**src/rtl/dispatch_rr_multi_if.sv**
```systemverilog
// Dispatch stage port bundle: rename input, PRF busy/query, CDB wakeup,
// ROB allocation and per-RS write. The dispatch stage is the slave.
interface dispatch_rr_multi_if #(
    parameter int N_CH      = 3,
    parameter int PREG_W    = 7,
    parameter int PAYLOAD_W = 96,
    parameter int N_CDB     = 3
);
    localparam int CH_W = $clog2(N_CH);

    logic                      flush;
    logic                      in_valid;
    logic                      in_ready;
    logic [CH_W-1:0]           in_ch;
    logic [PREG_W-1:0]         in_ps1;
    logic [PREG_W-1:0]         in_ps2;
    logic [PREG_W-1:0]         in_pd;
    logic [PAYLOAD_W-1:0]      in_payload;
    logic                      nr_valid;
    logic [PREG_W-1:0]         nr_reg;
    logic [PREG_W-1:0]         query_ps1;
    logic [PREG_W-1:0]         query_ps2;
    logic                      query_rdy1;
    logic                      query_rdy2;
    logic [N_CDB-1:0]          cdb_valid;
    logic [N_CDB*PREG_W-1:0]   cdb_tag;
    logic                      rob_full;
    logic                      rob_we;
    logic [N_CH-1:0]           rs_space;
    logic [N_CH-1:0]           rs_we;
    logic [PREG_W-1:0]         out_ps1;
    logic [PREG_W-1:0]         out_ps2;
    logic [PREG_W-1:0]         out_pd;
    logic [PAYLOAD_W-1:0]      out_payload;
    logic                      out_pr1_ready;
    logic                      out_pr2_ready;

    modport master (
        output flush, in_valid, in_ch, in_ps1, in_ps2, in_pd, in_payload,
               query_rdy1, query_rdy2, cdb_valid, cdb_tag, rob_full, rs_space,
        input  in_ready, nr_valid, nr_reg, query_ps1, query_ps2, rob_we, rs_we,
               out_ps1, out_ps2, out_pd, out_payload, out_pr1_ready, out_pr2_ready
    );

    modport slave (
        input  flush, in_valid, in_ch, in_ps1, in_ps2, in_pd, in_payload,
               query_rdy1, query_rdy2, cdb_valid, cdb_tag, rob_full, rs_space,
        output in_ready, nr_valid, nr_reg, query_ps1, query_ps2, rob_we, rs_we,
               out_ps1, out_ps2, out_pd, out_payload, out_pr1_ready, out_pr2_ready
    );
endinterface

```
**src/rtl/dispatch_rr_multi.sv**
```systemverilog
// Dispatch stage: steers renamed packets into per-channel FIFOs and grants one
// head per cycle round-robin to its RS and the ROB, resolving source readiness.
module dispatch_rr_multi #(
    parameter int N_CH      = 3,
    parameter int DEPTH     = 2,
    parameter int PREG_W    = 7,
    parameter int PAYLOAD_W = 96,
    parameter int N_CDB     = 3
) (
    input logic               clk,
    input logic               reset,
    dispatch_rr_multi_if.slave bus
);
    localparam int CH_W  = $clog2(N_CH);
    localparam int PTR_W = $clog2(DEPTH);
    localparam int CNT_W = $clog2(DEPTH + 1);

    function automatic logic cdb_hit(input logic [PREG_W-1:0]       tag,
                                     input logic [N_CDB-1:0]        vld,
                                     input logic [N_CDB*PREG_W-1:0] tags);
        logic hit;
        hit = 1'b0;
        for (int k = 0; k < N_CDB; k++) begin
            if (vld[k] && (tags[k*PREG_W +: PREG_W] == tag)) hit = 1'b1;
        end
        return hit;
    endfunction

    function automatic logic [CH_W-1:0] ch_add(input logic [CH_W-1:0] base, input int off);
        int s;
        s = int'(base) + off;
        if (s >= N_CH) s = s - N_CH;
        return CH_W'(s);
    endfunction

    // Stage p0: per-channel FIFO storage (data, no reset) and its control state
    logic [PREG_W-1:0]    ps1_p0  [N_CH][DEPTH];
    logic [PREG_W-1:0]    ps2_p0  [N_CH][DEPTH];
    logic [PREG_W-1:0]    pd_p0   [N_CH][DEPTH];
    logic [PAYLOAD_W-1:0] pl_p0   [N_CH][DEPTH];
    logic                 rdy1_p0 [N_CH][DEPTH];
    logic                 rdy2_p0 [N_CH][DEPTH];
    logic [PTR_W-1:0]     wr_ptr  [N_CH];
    logic [PTR_W-1:0]     rd_ptr  [N_CH];
    logic [CNT_W-1:0]     count   [N_CH];
    logic [CH_W-1:0]      rr_ptr;

    logic                 in_ch_ok;
    logic                 sel_full;
    logic                 enq;
    logic [N_CH-1:0]      enq_vec;
    logic [N_CH-1:0]      deq_vec;
    logic [N_CH-1:0]      elig;
    logic                 gnt_vld;
    logic [CH_W-1:0]      gnt_ch;
    logic [PREG_W-1:0]    h_ps1, h_ps2, h_pd;
    logic [PAYLOAD_W-1:0] h_pl;
    logic                 h_rdy1, h_rdy2;

    // Acceptance looks only at registered occupancy, so a dequeue gives no credit.
    always_comb begin
        in_ch_ok = (int'(bus.in_ch) < N_CH);
        sel_full = 1'b0;
        for (int c = 0; c < N_CH; c++) begin
            if ((bus.in_ch == CH_W'(c)) && (count[c] == CNT_W'(DEPTH))) sel_full = 1'b1;
        end
        bus.in_ready = !reset && !bus.flush && !sel_full;
        enq          = bus.in_valid && bus.in_ready && in_ch_ok;
        bus.nr_valid = enq && (bus.in_pd != '0);
        bus.nr_reg   = bus.in_pd;
        for (int c = 0; c < N_CH; c++) begin
            enq_vec[c] = enq && (bus.in_ch == CH_W'(c));
            elig[c]    = (count[c] != '0) && bus.rs_space[c] && !bus.rob_full
                         && !bus.flush && !reset;
        end
    end

    // Descending scan so the closest eligible channel at/after rr_ptr wins.
    always_comb begin
        gnt_vld = 1'b0;
        gnt_ch  = '0;
        for (int i = N_CH - 1; i >= 0; i--) begin
            if (elig[ch_add(rr_ptr, i)]) begin
                gnt_vld = 1'b1;
                gnt_ch  = ch_add(rr_ptr, i);
            end
        end
        h_ps1  = '0;
        h_ps2  = '0;
        h_pd   = '0;
        h_pl   = '0;
        h_rdy1 = 1'b0;
        h_rdy2 = 1'b0;
        for (int c = 0; c < N_CH; c++) begin
            deq_vec[c] = gnt_vld && (gnt_ch == CH_W'(c));
            if (deq_vec[c]) begin
                h_ps1  = ps1_p0[c][rd_ptr[c]];
                h_ps2  = ps2_p0[c][rd_ptr[c]];
                h_pd   = pd_p0[c][rd_ptr[c]];
                h_pl   = pl_p0[c][rd_ptr[c]];
                h_rdy1 = rdy1_p0[c][rd_ptr[c]];
                h_rdy2 = rdy2_p0[c][rd_ptr[c]];
            end
        end
    end

    // Stage p1 boundary: granted head presented to RS, ROB and PRF query
    always_comb begin
        bus.rs_we         = deq_vec;
        bus.rob_we        = gnt_vld;
        bus.query_ps1     = gnt_vld ? h_ps1 : '0;
        bus.query_ps2     = gnt_vld ? h_ps2 : '0;
        bus.out_ps1       = gnt_vld ? h_ps1 : '0;
        bus.out_ps2       = gnt_vld ? h_ps2 : '0;
        bus.out_pd        = gnt_vld ? h_pd  : '0;
        bus.out_payload   = gnt_vld ? h_pl  : '0;
        bus.out_pr1_ready = gnt_vld && ((h_ps1 == '0) || h_rdy1 || bus.query_rdy1
                                        || cdb_hit(h_ps1, bus.cdb_valid, bus.cdb_tag));
        bus.out_pr2_ready = gnt_vld && ((h_ps2 == '0) || h_rdy2 || bus.query_rdy2
                                        || cdb_hit(h_ps2, bus.cdb_valid, bus.cdb_tag));
    end

    always_ff @(posedge clk or posedge reset) begin
        if (reset) begin
            for (int c = 0; c < N_CH; c++) begin
                count[c]  <= '0;
                wr_ptr[c] <= '0;
                rd_ptr[c] <= '0;
            end
            rr_ptr <= '0;
        end else if (bus.flush) begin
            for (int c = 0; c < N_CH; c++) begin
                count[c]  <= '0;
                wr_ptr[c] <= '0;
                rd_ptr[c] <= '0;
            end
        end else begin
            for (int c = 0; c < N_CH; c++) begin
                if (enq_vec[c]) wr_ptr[c] <= wr_ptr[c] + PTR_W'(1);
                if (deq_vec[c]) rd_ptr[c] <= rd_ptr[c] + PTR_W'(1);
                count[c] <= count[c] + CNT_W'(enq_vec[c]) - CNT_W'(deq_vec[c]);
            end
            if (gnt_vld) rr_ptr <= ch_add(gnt_ch, 1);
        end
    end

    // Buffered entries keep snooping the CDB so a wakeup seen in the FIFO is not lost.
    always_ff @(posedge clk) begin
        for (int c = 0; c < N_CH; c++) begin
            for (int e = 0; e < DEPTH; e++) begin
                rdy1_p0[c][e] <= rdy1_p0[c][e] | cdb_hit(ps1_p0[c][e], bus.cdb_valid, bus.cdb_tag);
                rdy2_p0[c][e] <= rdy2_p0[c][e] | cdb_hit(ps2_p0[c][e], bus.cdb_valid, bus.cdb_tag);
            end
            if (enq_vec[c]) begin
                ps1_p0[c][wr_ptr[c]]  <= bus.in_ps1;
                ps2_p0[c][wr_ptr[c]]  <= bus.in_ps2;
                pd_p0[c][wr_ptr[c]]   <= bus.in_pd;
                pl_p0[c][wr_ptr[c]]   <= bus.in_payload;
                rdy1_p0[c][wr_ptr[c]] <= (bus.in_ps1 == '0)
                                         || cdb_hit(bus.in_ps1, bus.cdb_valid, bus.cdb_tag);
                rdy2_p0[c][wr_ptr[c]] <= (bus.in_ps2 == '0)
                                         || cdb_hit(bus.in_ps2, bus.cdb_valid, bus.cdb_tag);
            end
        end
    end
endmodule

```
**src/flat_wrapper.sv**
```systemverilog
// flat-port wrapper written by rule: the top's interface ports become plain ports
module dispatch_rr_multi_flat 
#(
    parameter int N_CH      = 3,
    parameter int DEPTH     = 2,
    parameter int PREG_W    = 7,
    parameter int PAYLOAD_W = 96,
    parameter int N_CDB     = 3
)
  (clk, reset, bus_flush, bus_in_valid, bus_in_ch, bus_in_ps1, bus_in_ps2, bus_in_pd, bus_in_payload, bus_query_rdy1, bus_query_rdy2, bus_cdb_valid, bus_cdb_tag, bus_rob_full, bus_rs_space, bus_in_ready, bus_nr_valid, bus_nr_reg, bus_query_ps1, bus_query_ps2, bus_rob_we, bus_rs_we, bus_out_ps1, bus_out_ps2, bus_out_pd, bus_out_payload, bus_out_pr1_ready, bus_out_pr2_ready);
  dispatch_rr_multi_if #(.N_CH(N_CH), .PREG_W(PREG_W), .PAYLOAD_W(PAYLOAD_W), .N_CDB(N_CDB)) bus_i ();
  input logic clk;
  input logic reset;
  input wire logic [$bits(bus_i.flush)-1:0] bus_flush;
  input wire logic [$bits(bus_i.in_valid)-1:0] bus_in_valid;
  input wire logic [$bits(bus_i.in_ch)-1:0] bus_in_ch;
  input wire logic [$bits(bus_i.in_ps1)-1:0] bus_in_ps1;
  input wire logic [$bits(bus_i.in_ps2)-1:0] bus_in_ps2;
  input wire logic [$bits(bus_i.in_pd)-1:0] bus_in_pd;
  input wire logic [$bits(bus_i.in_payload)-1:0] bus_in_payload;
  input wire logic [$bits(bus_i.query_rdy1)-1:0] bus_query_rdy1;
  input wire logic [$bits(bus_i.query_rdy2)-1:0] bus_query_rdy2;
  input wire logic [$bits(bus_i.cdb_valid)-1:0] bus_cdb_valid;
  input wire logic [$bits(bus_i.cdb_tag)-1:0] bus_cdb_tag;
  input wire logic [$bits(bus_i.rob_full)-1:0] bus_rob_full;
  input wire logic [$bits(bus_i.rs_space)-1:0] bus_rs_space;
  output wire logic [$bits(bus_i.in_ready)-1:0] bus_in_ready;
  output wire logic [$bits(bus_i.nr_valid)-1:0] bus_nr_valid;
  output wire logic [$bits(bus_i.nr_reg)-1:0] bus_nr_reg;
  output wire logic [$bits(bus_i.query_ps1)-1:0] bus_query_ps1;
  output wire logic [$bits(bus_i.query_ps2)-1:0] bus_query_ps2;
  output wire logic [$bits(bus_i.rob_we)-1:0] bus_rob_we;
  output wire logic [$bits(bus_i.rs_we)-1:0] bus_rs_we;
  output wire logic [$bits(bus_i.out_ps1)-1:0] bus_out_ps1;
  output wire logic [$bits(bus_i.out_ps2)-1:0] bus_out_ps2;
  output wire logic [$bits(bus_i.out_pd)-1:0] bus_out_pd;
  output wire logic [$bits(bus_i.out_payload)-1:0] bus_out_payload;
  output wire logic [$bits(bus_i.out_pr1_ready)-1:0] bus_out_pr1_ready;
  output wire logic [$bits(bus_i.out_pr2_ready)-1:0] bus_out_pr2_ready;
  assign bus_i.flush = bus_flush;
  assign bus_i.in_valid = bus_in_valid;
  assign bus_i.in_ch = bus_in_ch;
  assign bus_i.in_ps1 = bus_in_ps1;
  assign bus_i.in_ps2 = bus_in_ps2;
  assign bus_i.in_pd = bus_in_pd;
  assign bus_i.in_payload = bus_in_payload;
  assign bus_i.query_rdy1 = bus_query_rdy1;
  assign bus_i.query_rdy2 = bus_query_rdy2;
  assign bus_i.cdb_valid = bus_cdb_valid;
  assign bus_i.cdb_tag = bus_cdb_tag;
  assign bus_i.rob_full = bus_rob_full;
  assign bus_i.rs_space = bus_rs_space;
  assign bus_in_ready = bus_i.in_ready;
  assign bus_nr_valid = bus_i.nr_valid;
  assign bus_nr_reg = bus_i.nr_reg;
  assign bus_query_ps1 = bus_i.query_ps1;
  assign bus_query_ps2 = bus_i.query_ps2;
  assign bus_rob_we = bus_i.rob_we;
  assign bus_rs_we = bus_i.rs_we;
  assign bus_out_ps1 = bus_i.out_ps1;
  assign bus_out_ps2 = bus_i.out_ps2;
  assign bus_out_pd = bus_i.out_pd;
  assign bus_out_payload = bus_i.out_payload;
  assign bus_out_pr1_ready = bus_i.out_pr1_ready;
  assign bus_out_pr2_ready = bus_i.out_pr2_ready;
  dispatch_rr_multi #(.N_CH(N_CH), .DEPTH(DEPTH), .PREG_W(PREG_W), .PAYLOAD_W(PAYLOAD_W), .N_CDB(N_CDB)) u_core (.clk(clk), .reset(reset), .bus(bus_i));
endmodule
```
**config.mk**
```make
export PLATFORM = sky130hd
export DESIGN_NAME = dispatch_rr_multi_flat
export DESIGN_NICKNAME = d
export VERILOG_FILES = /design/src/rtl/dispatch_rr_multi_if.sv /design/src/rtl/dispatch_rr_multi.sv /design/src/flat_wrapper.sv
export SDC_FILE = /design/constraint.sdc
export NUM_CORES = 1
export LEC_CHECK = 0
export CORE_MARGIN = 4
export CORE_UTILIZATION = 38
export DETAILED_ROUTE_END_ITERATION = 10
export PLACE_DENSITY = 0.66
export SLEW_MARGIN = 10
export SYNTH_ARGS = -nofsm -noshare
export SYNTH_HDL_FRONTEND = slang
export SYNTH_SLANG_ARGS = --single-unit
```
**constraint.sdc**
```tcl
create_clock -name clk -period 18.3 [get_ports clk]
set_input_delay 3.66 -clock clk [delete_from_list [all_inputs] [get_ports clk]]
set_output_delay 3.66 -clock clk [all_outputs]
set_load 0.01 [all_outputs]
```
==> results of run 1 <==
[worst max-delay path: stages]
cell and delay (ps):
clkdlybuf4s50_1 710, or3_4 540, or2_0 350, maj3_1 390, o21ai_0 400, ha_4 740, inv_1 480, nor3_4 1000
buf_4 700, buf_4 610, a221oi_1 120, a211oi_1 360, clkdlybuf4s50_1 620
[stage by stage]
| step | setup WS (ps) | hold slack, ps |
|---|---|---|
| final | 3820 | 526 |
| after global routing | 3490 | 550 |
| after CTS | 3820 | 522 |
| after detailed placement | 3860 | 509 |
| after global placement | 4120 | 489 |
| after floorplan | 1410 | 466 |
[synthesized netlist by cell type, types with 3 or more instances]
master       n
o31ai_1      3
edfxtp_1   702
xnor2_1    233
a21oi_1     31
nor4_1      36
a211oi_1   106
and2_1       6
o2111ai_1    3
a221oi_1   104
o21ai_0     38
a22oi_1      3
buf_4       22
or4_1        4
nor2_1      57
nand3_1     12
a2111oi_0    8
dfxtp_1     12
or3_1        4
nor3b_1      3
o211ai_1     6
nand4_1     75
nor2b_1      8
inv_1       29
o221ai_1     7
dfrtp_1     14
clkbuf_1   118
buf_2       20
mux2_2     222
nand2b_1     3
ha_1        10
buf_1       17
nand2_1     16
mux2i_1    136
nor3_1      24
xor2_1      93
[area by class of cell]
cell class	instances	area share [%]
sequential	728	54.2
multi-input combinational	1307	27.6
antenna	2	0.0125
timing repair buffer	336	8.08
tap	1155	3.61
inverter	31	0.335
clock buffer	100	5.27
clock inverter	48	0.848
[state kept, by name (all words and copies together), names as in the netlist]
signal / count
u_core.rdy1_p0: 6
u_core.pl_p0: 576
u_core.pd_p0: 42
u_core.wr_ptr: 3
u_core.ps2_p0: 42
u_core.count: 6
u_core.rr_ptr: 2
u_core.ps1_p0: 42
u_core.rd_ptr: 3
u_core.rdy2_p0: 6
[kinds of logic (layout without fill, tap and decap cells)]
family,after synthesis,in the layout
AOI/OAI and AO/OA,350,350
xor gates and xnor gates,326,326
adders and majority gates,11,11
buffers and inverters,209,515
DFF,728,728
muxes,358,358
other,0,2
and+or+nand+nor,262,262
[power groups by stage]
stage	Combinational, mW	Clock [mW]	Sequential [mW]
final	0.214	1.49	1.86
after global routing	0.227	1.61	1.86
after CTS	0.212	1.54	1.86
after detailed placement	0.211	0	1.89
after global placement	0.204	0	1.89
after floorplan	0.112	0	1.89
[final timing paths]
| path | end | slack [ps] | from |
|---|---|---|---|
| worst max-delay path | bus_out_payload[78] | 3820 | bus_flush |
| worst min-delay path | u_core.rdy2_p0[1][0] | 530 | u_core.rdy2_p0[1][0] |
| worst max register to register | u_core.count[0] | 12680 | u_core.count[5] |
| worst min register to register | u_core.rdy2_p0[1][0] | 530 | u_core.rdy2_p0[1][0] |
| max in group asynchronous | u_core.rd_ptr[1] | 14290 | reset |
| min in group asynchronous | u_core.count[4] | 3560 | reset |
[per-layer routing]
layer	global-route usage (%)	vias up
met4	6.10	14
li1	-	9269
met5	0	-
met3	5.32	222
met2	34.0	932
met1	27.4	10700
[placed cells by master, fill, tap and decap left out, types with 35 or more instances in the layout]
cell type,n
xor2_1,93
edfxtp_1,702
nand4_1,75
a211oi_1,106
xnor2_1,233
clkdlybuf4s50_1,283
nor2_1,56
clkbuf_16,81
o21ai_0,38
a221oi_1,104
mux2i_1,136
buf_4,35
mux2_2,222
==> run_results.csv, run 1 <==
group,metric,value,unit
logic_synthesis,ys_ff_latch,728,
logic_synthesis,synth.distinct_cells,84,
logic_synthesis,synth_top_area_share,62.8,%
min_path,hold_path_depth,2,
finish,final_cell_area,40000,sq um
power_and_ir_drop,power,3.57,mW
floorplanning,die_h,305,um
logic_synthesis,synth-edff-count,702,
power_and_ir_drop,irDropWorstVdd,0.0694,mV
logic_synthesis,ys.flop_type,"edfxtp_1",
power_and_ir_drop,power_density,89.1,nW/um^2
finish,finalNonFillerCells,3707,
clock_network,cts_sinks,728,
clock_network,cts_tree,"done",
floorplanning,initial_utilization,38.5,%
logic_synthesis,muxShareOfSynthArea,11.5,%
power_and_ir_drop,power.leakage,11.9,nW
drt,wl_met3,8.49,mm
logic_synthesis,synthXorXnorAreaFrac,8.50,%
logic_synthesis,synth_area_per_cell,15.0,sq um
clock_network,clkTransAtPathRegs,60,ps
floorplanning,die_x,305,um
drt,ant_nets,0,
power_and_ir_drop,power_switching,795,uW
placement,dpl.hpwl,58.0,mm
power_and_ir_drop,intPower,2.77,mW
floorplanning,coreArea,87200,sq um
drt,routed-wl-met2,47.5,mm
critical_path,critPathArrivalTime,10820,ps
floorplanning,core.rowCount,108,
global_routing,grt_max_degree,122,
floorplanning,io_pins,299,
timing,period_share,79.1,%
critical_path,cp_max_fo,62,
power_and_ir_drop,power_switching_share,22.3,%
drt,drc,0,
logic_synthesis,synth_area_leaders,"edfxtp_1 63%, mux2_2 7.4%, xnor2_1 6.1%",
clock_network,htreeDepth,3,
clock_network,cts_resized,0,
clock_network,cts_setup_buffers,0,
drt,dr.pass1.iters,6,
timing,setup-violations-final,0,
timing,slew_headroom,18.6,%
power_and_ir_drop,combPwrFrac,6.0,%
global_routing,gr-usage-all-layers,20.8,%
logic_synthesis,post_synth_inst_count,2244,
timing,fmax,69.0,MHz
timing,skew,35.3,ps
logic_synthesis,synth_fa_ha_area_share,0.402,%
logic_synthesis,synth_compound_area_share,8.04,%
flow_run,max_cap_violations,0,
finish,area_delta_synth_final,19.1,%
timing,fin_tns_setup,0,ps
min_path,hold_class,"flip-flop to flip-flop",
global_routing,antenna_found_initial,11,
drt,wl_per_cell,27.0,um
critical_path,critPathLaunchType,"input port",
clock_network,cts_made_buffers,81,
finish,final-seq-area,21700,sq um
run_status,status,"finished clean",
timing,finalHoldViolCount,0,
clock_network,cts_buffer_depth,3,
finish,layout-drive-gt1-share,16.3,%
power_and_ir_drop,power_frac_seq,52.1,%
timing,drv_slew,0,
global_routing,grt_pass1_vias,21900,
global_routing,grt_pass1_wl,146,mm
drt,drt-initial-drc-count,1657,
drt,routed_wl,100,mm
floorplanning,die_area,93200,sq um
finish,postLayoutCoreUtil,45.9,%
logic_synthesis,synthArstFlopShare,1.92,%
finish,fill_cells,7612,
drt,via_count,21200,
clock_network,root_buffer,"clkbuf_16",
logic_synthesis,synth_area,33600,sq um
logic_synthesis,synth_top_cell_by_area,"edfxtp_1",
finish,multi_input_area,11100,sq um
placement,dpl-instance-area,37600,sq um
critical_path,r2r_cells,12,
timing,period_needed,14480,ps
finish,nets,2648,
placement,numPortBuffers,298,
drt,drt-vias-per-instance,5.71,
clock_network,cts_hold_buffers,0,
drt,met1_length,41.2,mm
critical_path,end_kind,"primary output",
timing,rsz0062_at_grt,"false",
drt,maxUsedRoutingLayer,"met5",
critical_path,cp.required,14640,ps
logic_synthesis,ys_warn_count,0,
placement,dp.cells,3557,
logic_synthesis,syn_nets,2407,
placement,place_congestion,0.866,
timing,worst_pin_slew,1210,ps
logic_synthesis,synth_simple_gate_area_share,4.34,%
critical_path,worst-setup-path-type,"input port to primary output",
clock_network,clkLatencyLatePin,630,ps
global_routing,grt_overflow,0,
power_and_ir_drop,clockPowerShare,41.9,%
logic_synthesis,synth-seq-area-share,64.5,%
logic_synthesis,synth_top_family_by_area,"multiplexers",
Note: power is estimated with default switching activity, not from simulation.
==> run 2: changes to the inputs <==
Clock period 18.3 ns to 14.05 ns, I/O delays scaled along.
==> run 2 against run 1 <==
Global-route usage rose by 0.43 points; die area did not move; total power rose by 35%; final cell count up 0.24%; setup slack worse by 1400 ps; utilization rose by 0.35 points; clock power increased by 42%; via count rose by 1.1%; critical path depth is 4 higher; clock-buffer cell count decreased by 1; critical endpoint is now bus_out_pr1_ready; largest cell class unchanged.
==> run_results.csv, run 2 (synthesis results as in run 1) <==
group,metric,value,unit
min_path,hold_path_depth,2,
finish,layout-drive-gt1-share,16.9,%
drt,routed_wl,102,mm
drt,wl_per_cell,27.4,um
finish,area_delta_synth_final,20.0,%
clock_network,root_buffer,"clkbuf_16",
floorplanning,coreArea,87200,sq um
clock_network,cts_hold_buffers,0,
critical_path,worst-setup-path-type,"input port to primary output",
clock_network,cts_sinks,728,
global_routing,grt_max_degree,122,
timing,fin_tns_setup,0,ps
timing,skew,32.5,ps
drt,drt-vias-per-instance,5.76,
global_routing,grt_pass1_wl,149,mm
floorplanning,die_h,305,um
floorplanning,io_pins,299,
critical_path,cp_max_fo,55,
floorplanning,core.rowCount,108,
placement,dp.cells,3563,
critical_path,critPathLaunchType,"input port",
clock_network,clkTransAtPathRegs,60,ps
drt,drc,0,
flow_run,max_cap_violations,0,
power_and_ir_drop,power_density,119,nW/um^2
global_routing,gr-usage-all-layers,21.2,%
critical_path,critPathArrivalTime,8780,ps
finish,finalNonFillerCells,3716,
global_routing,antenna_found_initial,10,
floorplanning,die_area,93200,sq um
drt,via_count,21400,
finish,largest_reg_flops,576,
timing,slew_headroom,25.8,%
clock_network,clkLatencyLatePin,650,ps
run_status,status,"finished clean",
drt,ant_nets,0,
floorplanning,die_x,305,um
timing,period_needed,11590,ps
global_routing,grt_overflow,0,
finish,final_cell_mix,"702 x edfxtp_1, 284 x clkdlybuf4s50_1, 233 x xnor2_1",
min_path,hold_class,"flip-flop to flip-flop",
finish,fill_cells,7593,
placement,dpl.hpwl,56.6,mm
clock_network,cts_buffer_depth,3,
global_routing,grt_pass1_vias,22200,
clock_network,cts_made_buffers,81,
timing,finalHoldViolCount,0,
drt,dr.pass1.iters,6,
placement,numPortBuffers,298,
timing,rsz0062_at_grt,"false",
clock_network,htreeDepth,3,
finish,nets,2654,
timing,worst_pin_slew,1100,ps
timing,period_share,82.5,%
clock_network,cts_setup_buffers,0,
placement,place_congestion,0.870,
timing,fmax,86.2,MHz
power_and_ir_drop,irDropWorstVdd,0.110,mV
critical_path,cp.required,11240,ps
finish,layout_commonest_cell,"edfxtp_1",
power_and_ir_drop,power.leakage,12.1,nW
critical_path,r2r_cells,8,
floorplanning,initial_utilization,38.5,%
clock_network,cts_resized,0,
timing,setup-violations-final,0,
critical_path,end_kind,"primary output",
drt,drt-initial-drc-count,1667,
timing,drv_slew,0,
clock_network,cts_tree,"done",
[run 2: report_power, final]
part           switching, mW  internal, mW  total, mW
logic                  0.165         0.110      0.275
registers             0.0127          2.41       2.42
clock network          0.874          1.23       2.11
[run 2: final cells by class]
class,instances,area [sq um],share of cell area (%)
diodes,5,12.5,0.0310
clock buffers,99,2160,5.35
repair buffers,342,3290,8.17
multi-input cells,1307,11100,27.5
inverters,31,129,0.320
well taps,1155,1450,3.58
clock inverters,49,522,1.29
flip-flops and latches,728,21700,53.8
[run 2: through the flow]
stage	cell area [sq um]	hold slack, ps	total power [mW]	utilization (%)	worst slack, ps
3_5_place_dp	37600	502	2.73	43.2	2510
4_1_cts	40300	515	4.85	46.2	2510
2_1_floorplan	33600	466	2.61	-	1390
6_report	40300	523	4.80	46.3	2460
5_1_grt	40300	543	4.97	46.2	2120
3_3_place_gp	37600	488	2.73	43.2	2660
[run 2: final timing paths]
path / start / endpoint / slack (ps)
hold / removal: u_core.rdy2_p0[1][1] / u_core.rdy2_p0[1][1] / 520
hold reg to reg: u_core.rdy2_p0[1][1] / u_core.rdy2_p0[1][1] / 520
min in group asynchronous: reset / u_core.wr_ptr[0] / 2790
setup reg to reg: u_core.count[1] / u_core.pl_p0[0][44] / 8850
max in group asynchronous: reset / u_core.rd_ptr[2] / 10830
setup / recovery: bus_flush / bus_out_pr1_ready / 2460
[run 2: layer usage]
layer / share of wire, % / vias to the layer above / GRT usage [%]
met3: 8.5 / 174 / 5.23
met1: 41 / 11000 / 28.0
met5: 0.055 / - / 0
li1: - / 9301 / -
met2: 48 / 902 / 35.0
met4: 2.4 / 10 / 6.14
[run 2: worst max-delay path: stages]
cell and delay [ps]:
clkdlybuf4s50_1 710, or3_4 540, or2_0 340, maj3_1 390
o21ai_0 440, ha_4 210, buf_4 590, nor2b_1 160
a2bb2oi_1 300, o32a_1 220, o311ai_0 220, a211o_1 310
or4_1 500, a221oi_2 190, nand4_1 120, o311ai_1 110
clkdlybuf4s50_1 610
